[src/rtl/ps2_scan_sequencer_pkg.sv]
// Shared constants and types for the PS/2 scancode sequencer.
package ps2_pkg;

  localparam logic [7:0] PS2_EXT  = 8'hE0;
  localparam logic [7:0] PS2_BRK  = 8'hF0;
  localparam logic [7:0] PS2_BAT  = 8'hAA;
  localparam logic [7:0] PS2_ACK  = 8'hFA;
  localparam logic [7:0] PS2_ERR0 = 8'h00;
  localparam logic [7:0] PS2_ERR1 = 8'hFF;

  typedef enum logic [1:0] {
    S_IDLE,
    S_DECODE,
    S_EMIT
  } state_t;

  typedef struct packed {
    logic       valid;
    logic       ext;
    logic [7:0] code;
  } held_entry_t;

endpackage

[src/rtl/ps2_scan_sequencer_held_table.sv]
// Table of currently held keys: combinational lookup on {ext, code}, registered insert/invalidate.
module ps2_held_table
  import ps2_pkg::*;
#(
  parameter int HELD_DEPTH = 4
) (
  input  logic       clk,
  input  logic       clrn,
  input  logic       key_ext,
  input  logic [7:0] key_code,
  input  logic       insert,
  input  logic       remove,
  output logic       hit,
  output logic       full,
  output logic [3:0] count
);

  held_entry_t           tbl [HELD_DEPTH];
  logic [HELD_DEPTH-1:0] match_vec;
  logic [HELD_DEPTH-1:0] ins_sel;
  logic                  taken;

  always_comb begin
    match_vec = '0;
    ins_sel   = '0;
    taken     = 1'b0;
    count     = 4'd0;
    for (int i = 0; i < HELD_DEPTH; i++) begin
      match_vec[i] = tbl[i].valid && (tbl[i].ext == key_ext) && (tbl[i].code == key_code);
      // Lowest-index free slot receives a new key.
      if (!tbl[i].valid && !taken) begin
        ins_sel[i] = 1'b1;
        taken      = 1'b1;
      end
      count = count + 4'(tbl[i].valid);
    end
    hit  = |match_vec;
    full = !taken;
  end

  always_ff @(posedge clk) begin
    if (clrn) begin
      for (int i = 0; i < HELD_DEPTH; i++) tbl[i] <= '0;
    end else begin
      for (int i = 0; i < HELD_DEPTH; i++) begin
        if (insert && ins_sel[i]) begin
          tbl[i].valid <= 1'b1;
          tbl[i].ext   <= key_ext;
          tbl[i].code  <= key_code;
        end else if (remove && match_vec[i]) begin
          tbl[i].valid <= 1'b0;
        end
      end
    end
  end

endmodule

[src/rtl/ps2_scan_sequencer.sv]
// PS/2 receive-FIFO sequencer: pops bytes, strips E0/F0 prefixes, tracks held keys, emits events.
// Optional PS2_TYPEMATIC_FILTER_EN suppresses make events for keys already held.
module ps2_scan_sequencer
  import ps2_pkg::*;
#(
  parameter int HELD_DEPTH = 4,
  parameter int ERR_W      = 8
) (
  input  logic             clk,
  input  logic             clrn,
  input  logic             ready,
  input  logic [7:0]       data,
  input  logic             overflow,
  output logic             nextdata_n,
  output logic             ev_valid,
  input  logic             ev_ready,
  output logic [7:0]       ev_code,
  output logic             ev_ext,
  output logic             ev_break,
  output logic [3:0]       held_cnt,
  output logic [ERR_W-1:0] err_cnt
);

  state_t     state;
  logic [7:0] byte_r;
  logic       ext_f;
  logic       brk_f;
  logic       ovf_d;

  logic is_ext, is_brk, is_err, is_drop, is_key;
  logic in_dec, hit, full, suppress, tbl_insert, tbl_remove, ovf_rise, err_inc;

  function automatic logic [ERR_W-1:0] sat_inc(input logic [ERR_W-1:0] v);
    return (&v) ? v : v + {{(ERR_W-1){1'b0}}, 1'b1};
  endfunction

  assign is_ext  = (byte_r == PS2_EXT);
  assign is_brk  = (byte_r == PS2_BRK);
  assign is_err  = (byte_r == PS2_ERR0) || (byte_r == PS2_ERR1);
  assign is_drop = (byte_r == PS2_BAT) || (byte_r == PS2_ACK);
  assign is_key  = !(is_ext || is_brk || is_err || is_drop);
  assign in_dec  = (state == S_DECODE);

`ifdef PS2_TYPEMATIC_FILTER_EN
  assign suppress = is_key && !brk_f && hit;
`else
  assign suppress = 1'b0;
`endif

  assign tbl_insert = in_dec && is_key && !brk_f && !hit && !full && !clrn;
  assign tbl_remove = in_dec && is_key && brk_f && hit && !clrn;
  assign ovf_rise   = overflow && !ovf_d;
  // An error byte and an overflow edge in the same cycle count once.
  assign err_inc    = ovf_rise || (in_dec && is_err);
  assign nextdata_n = !((state == S_IDLE) && ready && !clrn);

  ps2_held_table #(.HELD_DEPTH(HELD_DEPTH)) u_held (
    .clk      (clk),
    .clrn     (clrn),
    .key_ext  (ext_f),
    .key_code (byte_r),
    .insert   (tbl_insert),
    .remove   (tbl_remove),
    .hit      (hit),
    .full     (full),
    .count    (held_cnt)
  );

  always_ff @(posedge clk) begin
    if (clrn) begin
      state    <= S_IDLE;
      byte_r   <= 8'h00;
      ext_f    <= 1'b0;
      brk_f    <= 1'b0;
      ovf_d    <= 1'b0;
      ev_valid <= 1'b0;
      ev_code  <= 8'h00;
      ev_ext   <= 1'b0;
      ev_break <= 1'b0;
      err_cnt  <= '0;
    end else begin
      ovf_d <= overflow;
      if (err_inc) err_cnt <= sat_inc(err_cnt);
      case (state)
        S_IDLE: begin
          if (ready) begin
            byte_r <= data;
            state  <= S_DECODE;
          end
        end
        S_DECODE: begin
          state <= S_IDLE;
          if (is_ext) begin
            ext_f <= 1'b1;
          end else if (is_brk) begin
            brk_f <= 1'b1;
          end else if (is_err || is_drop || suppress) begin
            ext_f <= 1'b0;
            brk_f <= 1'b0;
          end else begin
            ev_code  <= byte_r;
            ev_ext   <= ext_f;
            ev_break <= brk_f;
            ev_valid <= 1'b1;
            ext_f    <= 1'b0;
            brk_f    <= 1'b0;
            state    <= S_EMIT;
          end
        end
        S_EMIT: begin
          if (ev_ready) begin
            ev_valid <= 1'b0;
            state    <= S_IDLE;
          end
        end
        default: state <= S_IDLE;
      endcase
      // Overflow discards any partially received prefix, overriding a prefix set above.
      if (ovf_rise) begin
        ext_f <= 1'b0;
        brk_f <= 1'b0;
      end
    end
  end

endmodule

[config.mk]
export PLATFORM = sky130hd
export DESIGN_NAME = ps2_scan_sequencer
export DESIGN_NICKNAME = d
export VERILOG_FILES = /design/src/rtl/ps2_scan_sequencer_pkg.sv /design/src/rtl/ps2_scan_sequencer_held_table.sv /design/src/rtl/ps2_scan_sequencer.sv
export SDC_FILE = /design/constraint.sdc
export NUM_CORES = 1
export LEC_CHECK = 0
export CORE_MARGIN = 5
export CORE_UTILIZATION = 51
export DETAILED_ROUTE_END_ITERATION = 8
export PLACE_DENSITY = 0.82
export SYNTH_ARGS = -nofsm -noshare
export SYNTH_HDL_FRONTEND = slang
export SYNTH_SLANG_ARGS = --single-unit
[constraint.sdc]
create_clock -name clk -period 2.4 [get_ports clk]
set_clock_uncertainty 0.15 [all_clocks]
set_input_delay 0.48 -clock clk [delete_from_list [all_inputs] [get_ports clk]]
set_output_delay 0.48 -clock clk [all_outputs]
set_load 0.01 [all_outputs]
==> results.toml, run 1 <==
[critical_path]
r2r-start = "u_held.tbl[0][9]"
timing_worst_setup_path_type = "reg -> out"
timing.critical_path.arrival_ns = 1.93
worstReg2RegEnd = "u_held.tbl[0][7]"
worst_setup_path_start_kind = "register"
crit_fanout = 2
reg2reg_slack_ns = -0.13
setup.worst_path.start = "u_held.tbl[0][9]"
number_of_cells_on_the_worst_reg_to_reg_path = 7
cp-end-kind = "output pin"
crit_required_ns = 1.77

[drt]
route.detailed.wl_per_inst_um = 16.54
drt_wl_total_um = 8254
detailedRoute.firstPassIterationCount = 4
detailroute.via_count = 2611
postRouteAntennaNets = 0
drt-initial-drc-count = 129
vias_per_cell = 5.232
drc_errors = 0

[clocking]
worst_skew_pair.late_latency_ns = 0.35
cts.root.buffer_cell = "sky130_fd_sc_hd__clkbuf_8"
cts_buffers = 9
ctsHtreeMaxLevel = 3
buffer_levels_on_the_longest_clock_path = 2
cts.sinks = 72
cts-hold-fix-buffers = 0
worst_setup_hold_path_clk_slew_ns = 0.09
tritoncts_clock_tree = "built"

[place]
detailed_place.area_mm2 = 0.004190
detailedPlace.worstSlack_ns = -0.2943
port_buffers = 35
place_congestion = 0.8655
post-dp-hpwl_um = 5320

[floorplan]
fp.dieW_um = 93.55
total_die_area_mm2 = 0.008751
pin_count = 37
dieHeight_um = 93.55
start_util = 0.5239
std_cell_rows = 30
core_area_mm2 = 0.006794

[synthesis]
post-synth-top-area-cell = "sky130_fd_sc_hd__edfxtp_1"
synth_seq_area_share = 0.5174
postSynthCellCount = 327
synth_edf_count = 40
synth-warning-count = 0
synthTopCellsByArea = "sky130_fd_sc_hd__edfxtp_1, sky130_fd_sc_hd__dfxtp_1, sky130_fd_sc_hd__xnor2_1"
ys_dominant_reg_cell = "sky130_fd_sc_hd__edfxtp_1"
syn_avg_cell_area_um2 = 10.89
yosysTopAreaCellShare = 0.3374
synth-seq-cells = 72
synthesis.nets = 346
synth.distinct_cells = 41
post_synth_instance_area_mm2 = 0.003560
async_flop_share = 0

[timing]
final.period_utilization = 1.065
final.hold.worst_slack_ns = 0.3047
grt_setup_unrepaired = "yes"
final_hold_viol_count = 0
max_freq_mhz = 391.1
final.setup.worst_slack_ns = -0.1568
number_of_failing_setup_endpoints_in_the_final_timing_report = 71
maxSlewViolCount = 0
final.min_clock_period_ns = 2.557

[power_and_ir_drop]
total_switching_power_w = 0.0007384
ir_drop_mv = 0.4203
clkPwrFrac = 0.347
p_comb_frac = 0.149
internal_power_w = 0.002029
switching_part_of_the_total_power = 0.2668
seq_power_share = 0.504
power_density_mw_per_mm2 = 595.1
fin_total_pwr_w = 0.002768
cellLeakagePower_nw = 1.694

[grt]
antenna_violations_before_repair = 0
grt-ovfl-total = 0
grt_pass1_vias = 2640
grt.total_usage = 0.1991
grt_pass1_wl_um = 13240
grt_max_degree = 42

[run_status]
status = "finished with violations"
violations = "setup timing"

[flow_run]
drv.max_cap_violation_count = 0

[final_layout]
layout_commonest_cell = "sky130_fd_sc_hd__xnor2_1"
proportion_of_layout_cells_with_a_drive_suffix_above_1 = 0.3027
most-common-layout-cells = "sky130_fd_sc_hd__xnor2_1, sky130_fd_sc_hd__edfxtp_1, sky130_fd_sc_hd__buf_4, sky130_fd_sc_hd__clkdlybuf4s50_1, sky130_fd_sc_hd__dfxtp_1"
finish.net_count = 417
final_core_utilization = 0.6845
diodes = 0
syn_to_final_growth_pct = 30.65
finish.instance_area_mm2 = 0.004651

[hold_path]
hold_class = "reg -> reg"
timing.hold.worst_endpoint = "ev_code[1]"
worst_hold_startpoint = "ev_code[1]"
min_delay_path_depth = 2
through the flow:
step                instances  TNS, ns
global placement          467   -8.402
finish                    499   -5.363
floorplan                 327  -0.4811
detailed placement        467   -12.29
global route              499   -10.37
CTS                       493   -2.835
power groups by stage:
stage	logic [W]	clock network, W	registers (W)
6_report	0.000411	0.000960	0.00140
5_1_grt	0.000447	0.00103	0.00140
4_1_cts	0.000398	0.000966	0.00140
3_5_place_dp	0.000382	0	0.00142
3_3_place_gp	0.000373	0	0.00142
2_1_floorplan	0.000244	0	0.00141
how the worst max path moves through the flow:
stage	to	slack, ns	depth (start not counted)
2_1_floorplan	u_held.tbl[0][20]	-0.02	5
3_3_place_gp	u_held.tbl[0][5]	-0.21	4
3_5_place_dp	u_held.tbl[0][7]	-0.29	4
4_1_cts	held_cnt[1]	-0.17	5
5_1_grt	held_cnt[2]	-0.23	5
6_report	held_cnt[1]	-0.16	5
cells in the mapped netlist, types with 2 or more instances:
cell	instances
sky130_fd_sc_hd__a211o_1	5
sky130_fd_sc_hd__a211oi_1	4
sky130_fd_sc_hd__a21oi_1	15
sky130_fd_sc_hd__and2_1	37
sky130_fd_sc_hd__and3_1	2
sky130_fd_sc_hd__buf_2	8
sky130_fd_sc_hd__buf_4	12
sky130_fd_sc_hd__clkbuf_1	7
sky130_fd_sc_hd__dfxtp_1	32
sky130_fd_sc_hd__edfxtp_1	40
sky130_fd_sc_hd__ha_1	5
sky130_fd_sc_hd__inv_1	4
sky130_fd_sc_hd__mux2i_1	9
sky130_fd_sc_hd__nand2_1	18
sky130_fd_sc_hd__nand2b_1	3
sky130_fd_sc_hd__nand3_1	15
sky130_fd_sc_hd__nand3b_1	3
sky130_fd_sc_hd__nand4_1	10
sky130_fd_sc_hd__nor2_1	21
sky130_fd_sc_hd__nor2b_1	3
sky130_fd_sc_hd__nor3_1	4
sky130_fd_sc_hd__nor3b_1	2
sky130_fd_sc_hd__nor4_1	3
sky130_fd_sc_hd__nor4_4	3
sky130_fd_sc_hd__or2_2	4
sky130_fd_sc_hd__xnor2_1	43
cell families (layout without fill, tap and decap cells):
| logic type | Yosys count | in the layout | share of synthesized area |
|---|---|---|---|
| adders and majority gates | 6 | 6 | 0.02320 |
| buffers and inverters | 32 | 104 | 0.04921 |
| and+or+nand+nor | 134 | 138 | 0.2204 |
| xor gates and xnor gates | 44 | 44 | 0.1083 |
| muxes | 9 | 9 | 0.02531 |
| AOI/OAI and AO/OA | 29 | 29 | 0.05518 |
| DFF | 72 | 72 | 0.5174 |
| other | 1 | 1 | 0.001053 |
state kept, by name (all words and copies together) (netlist names):
register	flops
err_cnt	8
ev_break	1
state	2
ev_valid	1
ev_code	8
byte_r	8
ovf_d	1
brk_f	1
ev_ext	1
u_held.tbl	40
ext_f	1
metal layers:
metal / vias up / track usage / routed length (µm)
met5: - / 0 / 0
met2: 76 / 0.3210 / 4129
met4: 0 / 0.09146 / 170
met3: 18 / 0.06034 / 503
met1: 1247 / 0.2447 / 3450
li1: 1270 / - / -
what timing repair did:
item | 4_1_cts | 5_1_grt
gates cloned | 6 | 2
buffers inserted | 4 | 4
endpoints found under the hold margin | 0 | 0
resized for setup | 37 | 31
setup endpoints to repair | 80 | 81
pin swaps | 28 | 20
final cells by class:
class | instances | area, µm²
clock buffer | 11 | 162.7
clock inverter | 5 | 35.03
fill | 490 | 2143
inverter | 4 | 15.01
multi-input combinational | 227 | 1690
sequential | 72 | 1848
tap | 96 | 120.1
timing repair buffer | 84 | 779.5
worst max-delay path, stage by stage (launching register included):
cell                       delay, ns
sky130_fd_sc_hd__edfxtp_1       0.42
sky130_fd_sc_hd__ha_1           0.32
sky130_fd_sc_hd__inv_2          0.05
sky130_fd_sc_hd__fa_2           0.37
sky130_fd_sc_hd__ha_1           0.27
sky130_fd_sc_hd__buf_2          0.14
No activity file was read; power rests on OpenSTA's default activity.
==> inputs of run 2 (changes only) <==
CAP_MARGIN = 10   (was default)
==> results of run 2 <==
The final DEF is identical to that of run 1; final timing and power are the same.
==> inputs of run 3 (changes only) <==
ABC_CLOCK_PERIOD_IN_PS = 2400   (was default)
PLACE_DENSITY = 0.81   (was 0.82)
==> run 3 against run 2 <==
The run still ends with setup timing left. Power is 2.9% lower. Clock-buffer cell count stayed put. Via count is 0.73% lower. Core utilization is 0.52 points lower. Cell count is 0.60% lower. Worst hold slack better by 0.0041 ns. Die area stayed put. Routed wire length is 5.1% lower. Global-route usage is 1.2 points lower. Cell area is 0.75% lower. Sequential power hardly changed. First-iteration DRC count is 16% higher.
==> results.toml, run 3 (synthesized netlist as in run 1, its figures left out) <==
[run_status]
status = "finished with violations"
violations = "setup timing"

[floorplan]
fp.dieW_um = 93.55
start_util = 0.5239
std_cell_rows = 30
dieHeight_um = 93.55
core_area_mm2 = 0.006794
total_die_area_mm2 = 0.008751
pin_count = 37

[critical_path]
crit_fanout = 4
crit_required_ns = 2.31
number_of_cells_on_the_worst_reg_to_reg_path = 7
timing.critical_path.arrival_ns = 2.40
timing_worst_setup_path_type = "reg -> reg"
worst_setup_path_start_kind = "register"
cp-end-kind = "register"

[drt]
postRouteAntennaNets = 0
drc_errors = 0
detailroute.via_count = 2592
drt_wl_total_um = 7830
drt-initial-drc-count = 149
vias_per_cell = 5.226
route.detailed.wl_per_inst_um = 15.79
detailedRoute.firstPassIterationCount = 4

[clocking]
cts.root.buffer_cell = "sky130_fd_sc_hd__clkbuf_8"
cts.sinks = 72
cts_buffers = 9
worst_skew_pair.late_latency_ns = 0.35
tritoncts_clock_tree = "built"
buffer_levels_on_the_longest_clock_path = 2
worst_setup_hold_path_clk_slew_ns = 0.08
cts-hold-fix-buffers = 0
ctsHtreeMaxLevel = 3

[final_layout]
regMostFlops = "u_held.tbl"
layout_commonest_cell = "sky130_fd_sc_hd__xnor2_1"
final.fill_count = 490
syn_to_final_growth_pct = 29.67
finish.instance_area_mm2 = 0.004616
diodes = 0
proportion_of_layout_cells_with_a_drive_suffix_above_1 = 0.2575
flip_flop_count_of_the_largest_register_all_copies_and_words_added = 40
finish.net_count = 414
most-common-layout-cells = "sky130_fd_sc_hd__xnor2_1, sky130_fd_sc_hd__edfxtp_1, sky130_fd_sc_hd__buf_4, sky130_fd_sc_hd__dfxtp_1, sky130_fd_sc_hd__clkdlybuf4s50_1"
final_core_utilization = 0.6794

[power_and_ir_drop]
cellLeakagePower_nw = 1.659
ir_drop_mv = 0.3410
power_density_mw_per_mm2 = 582.1

[place]
port_buffers = 35
detailedPlace.worstSlack_ns = -0.2498
post-dp-hpwl_um = 5391
detailed_place.area_mm2 = 0.004215
place_congestion = 0.8858

[grt]
grt-ovfl-total = 0
grt_pass1_wl_um = 12460
grt_pass1_vias = 2507
antenna_violations_before_repair = 0
grt.total_usage = 0.1874
grt_max_degree = 42

[timing]
grt_setup_unrepaired = "yes"
totalNegativeSetupSlack_ns = -4.154
max_freq_mhz = 400.6
number_of_failing_setup_endpoints_in_the_final_timing_report = 65
final.min_clock_period_ns = 2.496
maxSlewViolCount = 0
final.hold.worst_slack_ns = 0.3089
final.setup.worst_slack_ns = -0.09629
final.period_utilization = 1.040
final_hold_viol_count = 0

[hold_path]
min_delay_path_depth = 2
hold_class = "reg -> reg"

[flow_run]
drv.max_cap_violation_count = 0
==> run 3: cell types whose count changed in the layout (fill, tap and decap cells not counted), moves of 2 or more <==
cell and delta:
sky130_fd_sc_hd__buf_2 -2, sky130_fd_sc_hd__buf_4 -2, sky130_fd_sc_hd__clkdlybuf4s15_2 -2, sky130_fd_sc_hd__and2_1 +15
sky130_fd_sc_hd__buf_6 +2, sky130_fd_sc_hd__or2_4 -2, sky130_fd_sc_hd__ha_4 +2, sky130_fd_sc_hd__dfxtp_2 -4
sky130_fd_sc_hd__dfxtp_1 +4, sky130_fd_sc_hd__ha_1 -2, sky130_fd_sc_hd__buf_12 +2, sky130_fd_sc_hd__and2_4 -15
==> run 3: cell type report <==
cell class / count / area (µm²) / area share
clock buffers: 11 / 145.1 / 0.03144
clock inverters: 5 / 28.78 / 0.006235
inverters: 4 / 15.01 / 0.003253
multi-input cells: 226 / 1669 / 0.3616
flip-flops and latches: 72 / 1843 / 0.3993
well taps: 96 / 120.1 / 0.02602
repair buffers: 82 / 794.5 / 0.1721
==> run 3: per-layer routing <==
metal  GRT usage  wire, µm
met3     0.04425       406
met2      0.2954      3760
met4     0.08785       154
met1      0.2435      3508
met5           0         0
==> run 3: worst paths after layout <==
kind | startpoint | end | slack [ns]
max | u_held.tbl[0][9] | u_held.tbl[0][33] | -0.1
min | ev_valid | ev_valid | 0.31
max reg2reg | u_held.tbl[0][9] | u_held.tbl[0][33] | -0.1
min reg2reg | ev_valid | ev_valid | 0.31
==> run 3: power by group <==
group	internal (W)	switching [W]
Combinational	0.000225	0.000212
Clock	0.000413	0.000447
Sequential	0.00135	0.0000414
Total	0.00199	0.000700
==> run 3: through the flow <==
stage          power [W]  cells
4_1_cts         0.002692    491
3_3_place_gp    0.001804    467
5_1_grt         0.002796    496
3_5_place_dp    0.001816    467
2_1_floorplan   0.001650    327
6_report        0.002687    496
==> run 3: timing repair <==
| item | 4_1_cts | 5_1_grt |
|---|---|---|
| setup endpoints to repair | 72 | 80 |
| setup buffers | 5 | 4 |
| gates resized for setup | 31 | 20 |
| gates cloned | 4 | 1 |
| pin swaps | 13 | 15 |
==> run 3: worst max-delay path, stage by stage, from the launching register on <==
cell	delay, ns
sky130_fd_sc_hd__edfxtp_1	0.45
sky130_fd_sc_hd__buf_6	0.16
sky130_fd_sc_hd__ha_4	0.15
sky130_fd_sc_hd__and3_4	0.16
sky130_fd_sc_hd__or4_4	0.54
sky130_fd_sc_hd__buf_4	0.17
sky130_fd_sc_hd__nor4_4	0.20
sky130_fd_sc_hd__or2_2	0.22
